File: config.mk
export PLATFORM = sky130hd
export DESIGN_NAME = mod_counter
export DESIGN_NICKNAME = d
export VERILOG_FILES = /design/src/rtl/mod_counter.sv
export SDC_FILE = /design/constraint.sdc
export NUM_CORES = 1
export LEC_CHECK = 0
export ABC_AREA = 1
export CAP_MARGIN = 20
export CORE_MARGIN = 1
export CORE_UTILIZATION = 42
export DETAILED_ROUTE_END_ITERATION = 6
export PLACE_DENSITY = 0.73
export SYNTH_ARGS = -nofsm -noshare
export SYNTH_HDL_FRONTEND = slang
export SYNTH_SLANG_ARGS = --single-unit
export TNS_END_PERCENT = 5
File: constraint.sdc
create_clock -name clk -period 2.95 [get_ports clk]
set_clock_uncertainty 0.1 [all_clocks]
set_input_delay 0.7375 -clock clk [delete_from_list [all_inputs] [get_ports clk]]
set_output_delay 0.7375 -clock clk [all_outputs]
set_load 0.02 [all_outputs]
File: src/rtl/mod_counter.sv
// Modulo-N up/down counter with parallel load, optional saturation and a combinational
// terminal-count carry so stages can be chained into multi-digit counters.
module mod_counter #(
  parameter int unsigned      WIDTH    = 8,
  parameter longint unsigned  MODULUS  = 256,
  parameter int unsigned      SATURATE = 0
) (
  input  logic             clk,
  input  logic             rst,
  input  logic             en,
  input  logic             up_dn,
  input  logic             load,
  input  logic [WIDTH-1:0] load_val,
  output logic [WIDTH-1:0] count,
  output logic             carry_out,
  output logic             wrap,
  output logic             load_err
);

  localparam logic [WIDTH-1:0] MaxVal = WIDTH'(MODULUS - 1);

  logic [WIDTH-1:0] count_q, count_d;
  logic             wrap_q, wrap_d;
  logic             load_err_q, load_err_d;
  logic             terminal;
  logic             load_oor;

  assign terminal = up_dn ? (count_q == MaxVal) : (count_q == '0);
  // Compared at 64 bits so MODULUS = 2^WIDTH never flags an in-range value.
  assign load_oor = 64'(load_val) >= MODULUS;

  always_comb begin
    count_d    = count_q;
    wrap_d     = 1'b0;
    load_err_d = 1'b0;
    if (load) begin
      if (load_oor) begin
        count_d    = MaxVal;
        load_err_d = 1'b1;
      end else begin
        count_d = load_val;
      end
    end else if (en) begin
      if (terminal) begin
        if (SATURATE == 0) begin
          count_d = up_dn ? '0 : MaxVal;
          wrap_d  = 1'b1;
        end
      end else begin
        count_d = up_dn ? count_q + WIDTH'(1) : count_q - WIDTH'(1);
      end
    end
  end

  always_ff @(posedge clk) begin
    if (rst) begin
      count_q    <= '0;
      wrap_q     <= 1'b0;
      load_err_q <= 1'b0;
    end else begin
      count_q    <= count_d;
      wrap_q     <= wrap_d;
      load_err_q <= load_err_d;
    end
  end

  assign count     = count_q;
  assign wrap      = wrap_q;
  assign load_err  = load_err_q;
  assign carry_out = en & ~load & ~rst & terminal;

endmodule

# After elaboration in Yosys (flattened, before gate mapping)
# Cells that the tools add are included.
# classes
add_sub_neg,2
multipliers,0
n_div,0
order_cmp,0
eq_ne,1
shifts,0
mux,7
bitwise,6
n_reduce_logical,3
# op_table
operator,count
$mux 8,5
$add 8x1->8 const B,1
$eq 8x8->1 const B,1
$logic_not 8->1,1
$sub 8x1->8 const B,1
$and 1x1->1,3
$not 1->1,3
$reduce_or 3->1,1
$mux 1,2
$reduce_bool 2->1,1
# word_totals
regBits,9
latchBits,0
ram_bits,0
rom_bits,0
in_bits,13
out_inout_bits,11
n_memories,0

# Longest topological paths before layout
# logic_depth
ltp_word,5
depth_mapped,11
depth_no_buf,11

# Worst setup path after synthesis
# Ideal clock, no wire load.
# synth_path
kind,input port to output port
from,in up_dn
to,out carry_out
t_arrival_ns,1.479
required_time_ns,2.112
setup_slack_ns,0.634
cell_stages,4
path_cell_list,nand2_1 > nor3_1 > nand2_1 > a21oi_1
# synth_via
elab_chain_cells,2
# synth_lines
item,line,rtl
start: declaration,11,"input logic up_dn,"
$mux 1,28,assign terminal = up_dn ? (count_q == MaxVal) : (count_q == '0);
$and 1x1->1,70,assign carry_out = en & ~load & ~rst & terminal;
end: declaration,15,"output logic carry_out,"
# Every way passes these cells.

# Final worst setup path
# Same ends and word-level chain as after synthesis.

==> impl_metrics.json <==
{
  "synthCells": 118,
  "coreArea_sq_mm": 0.00173,
  "drtIter0Drc": 18,
  "gp_congestion": 0.810,
  "netlist_top_cells_area": "dfxtp_1 23%, nand2_1 14%, ha_1 9.7%, o221ai_1 7.9%, inv_1 7.3%",
  "yosysMostFrequentCell": "nand2_1",
  "mappedNetlistArea_sq_um": 773,
  "slowest_stage": "clkdlybuf4s50_1",
  "via_per_inst": 5.10,
  "vias": 892,
  "top_level_ports": 24,
  "clock-root-buffer": "clkbuf_4",
  "grt_pass1_vias": 817,
  "cp_top_family": "buffers and inverters",
  "power-per-cell-area_mw_per_mm2": 394,
  "fin_setup_tns_ns": 0,
  "max_stage_delay_ns": 0.50,
  "comb_power_share_pct": 42.5,
  "maxUsedRoutingLayer": "met4",
  "synth_edf_count": 0,
  "syn_nets": 138,
  "dieHeight_um": 44.9,
  "yosys-top-cells-count": "28 x nand2_1, 15 x inv_1, 14 x nor2_1",
  "area_growth_pct": 41.7,
  "met1Wirelength_um": 1030,
  "drive_gt1_share_pct": 10.7,
  "fmax_mhz": 362,
  "crit_fanout": 3,
  "p_total_uw": 432,
  "p_int_uw": 270,
  "wl_met3_um": 68,
  "dp.cells": 171,
  "grt_antenna_before_repair": 0,
  "cts_buffer_depth": 2,
  "cts.sink_count": 9,
  "dieArea_sq_mm": 0.00202,
  "hold_viol_final": 0,
  "swShare_pct": 37.6,
  "layoutNonFillerInstCount": 175,
  "crit_arrival_ns": 1.93,
  "synth_warnings": 0,
  "holdCritPathClass": "reg -> reg",
  "synth_seq_cells": 9,
  "final_nets": 171,
  "drc": 0,
  "total_switching_power_uw": 162,
  "status": "complete, no violations",
  "cp_num_buf_inv": 2,
  "wire_per_inst_um": 11.9,
  "worst-setup-path-type": "in -> out",
  "critical_path_required_ns": 2.11,
  "min_from": "count[7]",
  "cts_buffers": 3,
  "grt_pass1_wl_um": 3480,
  "fp.dieW_um": 44.9,
  "gr-total-overflow": 0,
  "rows": 15,
  "clk_latency_ns": 0.27,
  "slew_violations": 0,
  "yosysTopAreaCellShare_pct": 23.3,
  "peakVddDrop_v": 0.000317,
  "crit_path_start_kind": "primary input",
  "postRouteAntennaNets": 0,
  "path_common_cell": "nand2_1",
  "cts_tree": "yes",
  "yosysTopAreaCell": "dfxtp_1",
  "dr.pass1.iters": 4,
  "synth-seq-area-share_pct": 23.3,
  "portBuffers": 22,
  "cellLeakagePower_nw": 0.525,
  "crit_chain": "clkdlybuf4s50_1 > nand2_1 > nor3_2 > nand2_1 > a21oi_1 > clkbuf_2",
  "crit_path_end_kind": "primary output",
  "clkTransAtPathRegs_ns": 0.07,
  "period_minus_slack_ns": 2.76,
  "finalSetupViolCount": 0,
  "diodes": 0,
  "r2r-start": "count[4]",
  "p_seq_share_pct": 34.3,
  "synth_flop_cell": "dfxtp_1",
  "ys_types": 23,
  "syn_area_per_cell_sq_um": 6.55,
  "route.met2.wl_um": 939,
  "place_hpwl_um": 1660,
  "pwr-share-clk_pct": 23.2,
  "grt_max_degree": 9,
  "htreeDepth": 1,
  "maxCapViolCount": 0,
  "grt_usage_pct": 24.2,
  "postCtsHoldBufs": 0,
  "cp-startpoint": "up_dn",
  "fin_crit_sh_pct": 93.7,
  "initial_utilization_pct": 44.8,
  "rrSetupSlack_ns": 1.21,
  "wl_um": 2080,
  "rsz0062_at_grt": "no",
  "postCtsSetupRepairBufs": 0,
  "async_reset_ff_share_pct": 0
}
worst paths after layout:
kind | end | cells after the start
min | count[7] | 2
min reg2reg | count[7] | 2
max | carry_out | 6
max reg2reg | count[7] | 11
layout by cell type (no fill, tap or decap), types with 2 or more instances in the layout:
cell             instances
nand2_1                 28
inv_1                   15
clkbuf_4                 3
ha_1                     6
clkdlybuf4s50_1         21
o221ai_1                 7
a21oi_1                 11
nand3_1                  9
o21bai_1                 2
nor2_1                  14
xor2_1                   3
dfxtp_1                  9
buf_4                    7
sequential cells by signal (all words and copies together) (netlist names):
register,flops
wrap,1
count,8
what timing repair did:
item | 4_1_cts | 5_1_grt
hold endpoints to repair | 0 | 0
endpoints found under the setup margin | 1 | 1
resized for setup | 1 | 3
pin swaps | 0 | 0
kinds of logic (layout without fill, tap and decap cells):
| kind of cell | count (synthesis) | after routing | share of synthesized area [%] |
|---|---|---|---|
| AOI/OAI and AO/OA | 21 | 21 | 18.1 |
| xor gates and xnor gates | 3 | 3 | 3.40 |
| adders and majority gates | 7 | 7 | 12.3 |
| buffers and inverters | 18 | 50 | 9.22 |
| DFF | 9 | 9 | 23.3 |
| other | 1 | 1 | 0.485 |
| and+or+nand+nor | 59 | 59 | 33.2 |
cell type report:
| type | instances | area [sq um] |
|---|---|---|
| Inverter | 17 | 63.8 |
| Clock buffer | 4 | 26.3 |
| Timing Repair Buffer | 29 | 268 |
| Tap cell | 25 | 31.3 |
| Sequential cell | 9 | 180 |
| Fill cell | 180 | 631 |
| Multi-Input combinational cell | 91 | 527 |
worst reg2reg max path: cells and delay by family (launching register included):
family                     cells  cell delay (ns)
AOI/OAI and AO/OA              2             0.33
adders and majority gates      1             0.32
buffers and inverters          1             0.15
DFF                            1             0.31
and+or+nand+nor                7             0.47
power groups by stage:
stage | clock [mW] | combinational (mW) | sequential [mW]
6_report | 0.100 | 0.184 | 0.148
5_1_grt | 0.107 | 0.204 | 0.150
4_1_cts | 0.102 | 0.182 | 0.148
3_5_place_dp | 0 | 0.181 | 0.151
3_3_place_gp | 0 | 0.177 | 0.150
2_1_floorplan | 0 | 0.101 | 0.160
metal layers:
layer / vias up / track usage (%)
li1: 457 / -
met1: 413 / 32.7
met2: 18 / 38.2
met3: 4 / 3.60
met4: 0 / 10.9
met5: - / 0
metrics by stage:
step           utilization [%]  setup WS (ns)  hold slack, ns  area, sq um
2_1_floorplan                -          0.634           0.465          773
3_3_place_gp              62.0         -0.204           0.416         1070
3_5_place_dp              62.0         -0.266           0.420         1070
4_1_cts                   63.4         0.0140           0.431         1090
5_1_grt                   63.5         0.0721           0.478         1100
6_report                  63.5          0.187           0.429         1100
(Power assumes the default switching activity.)
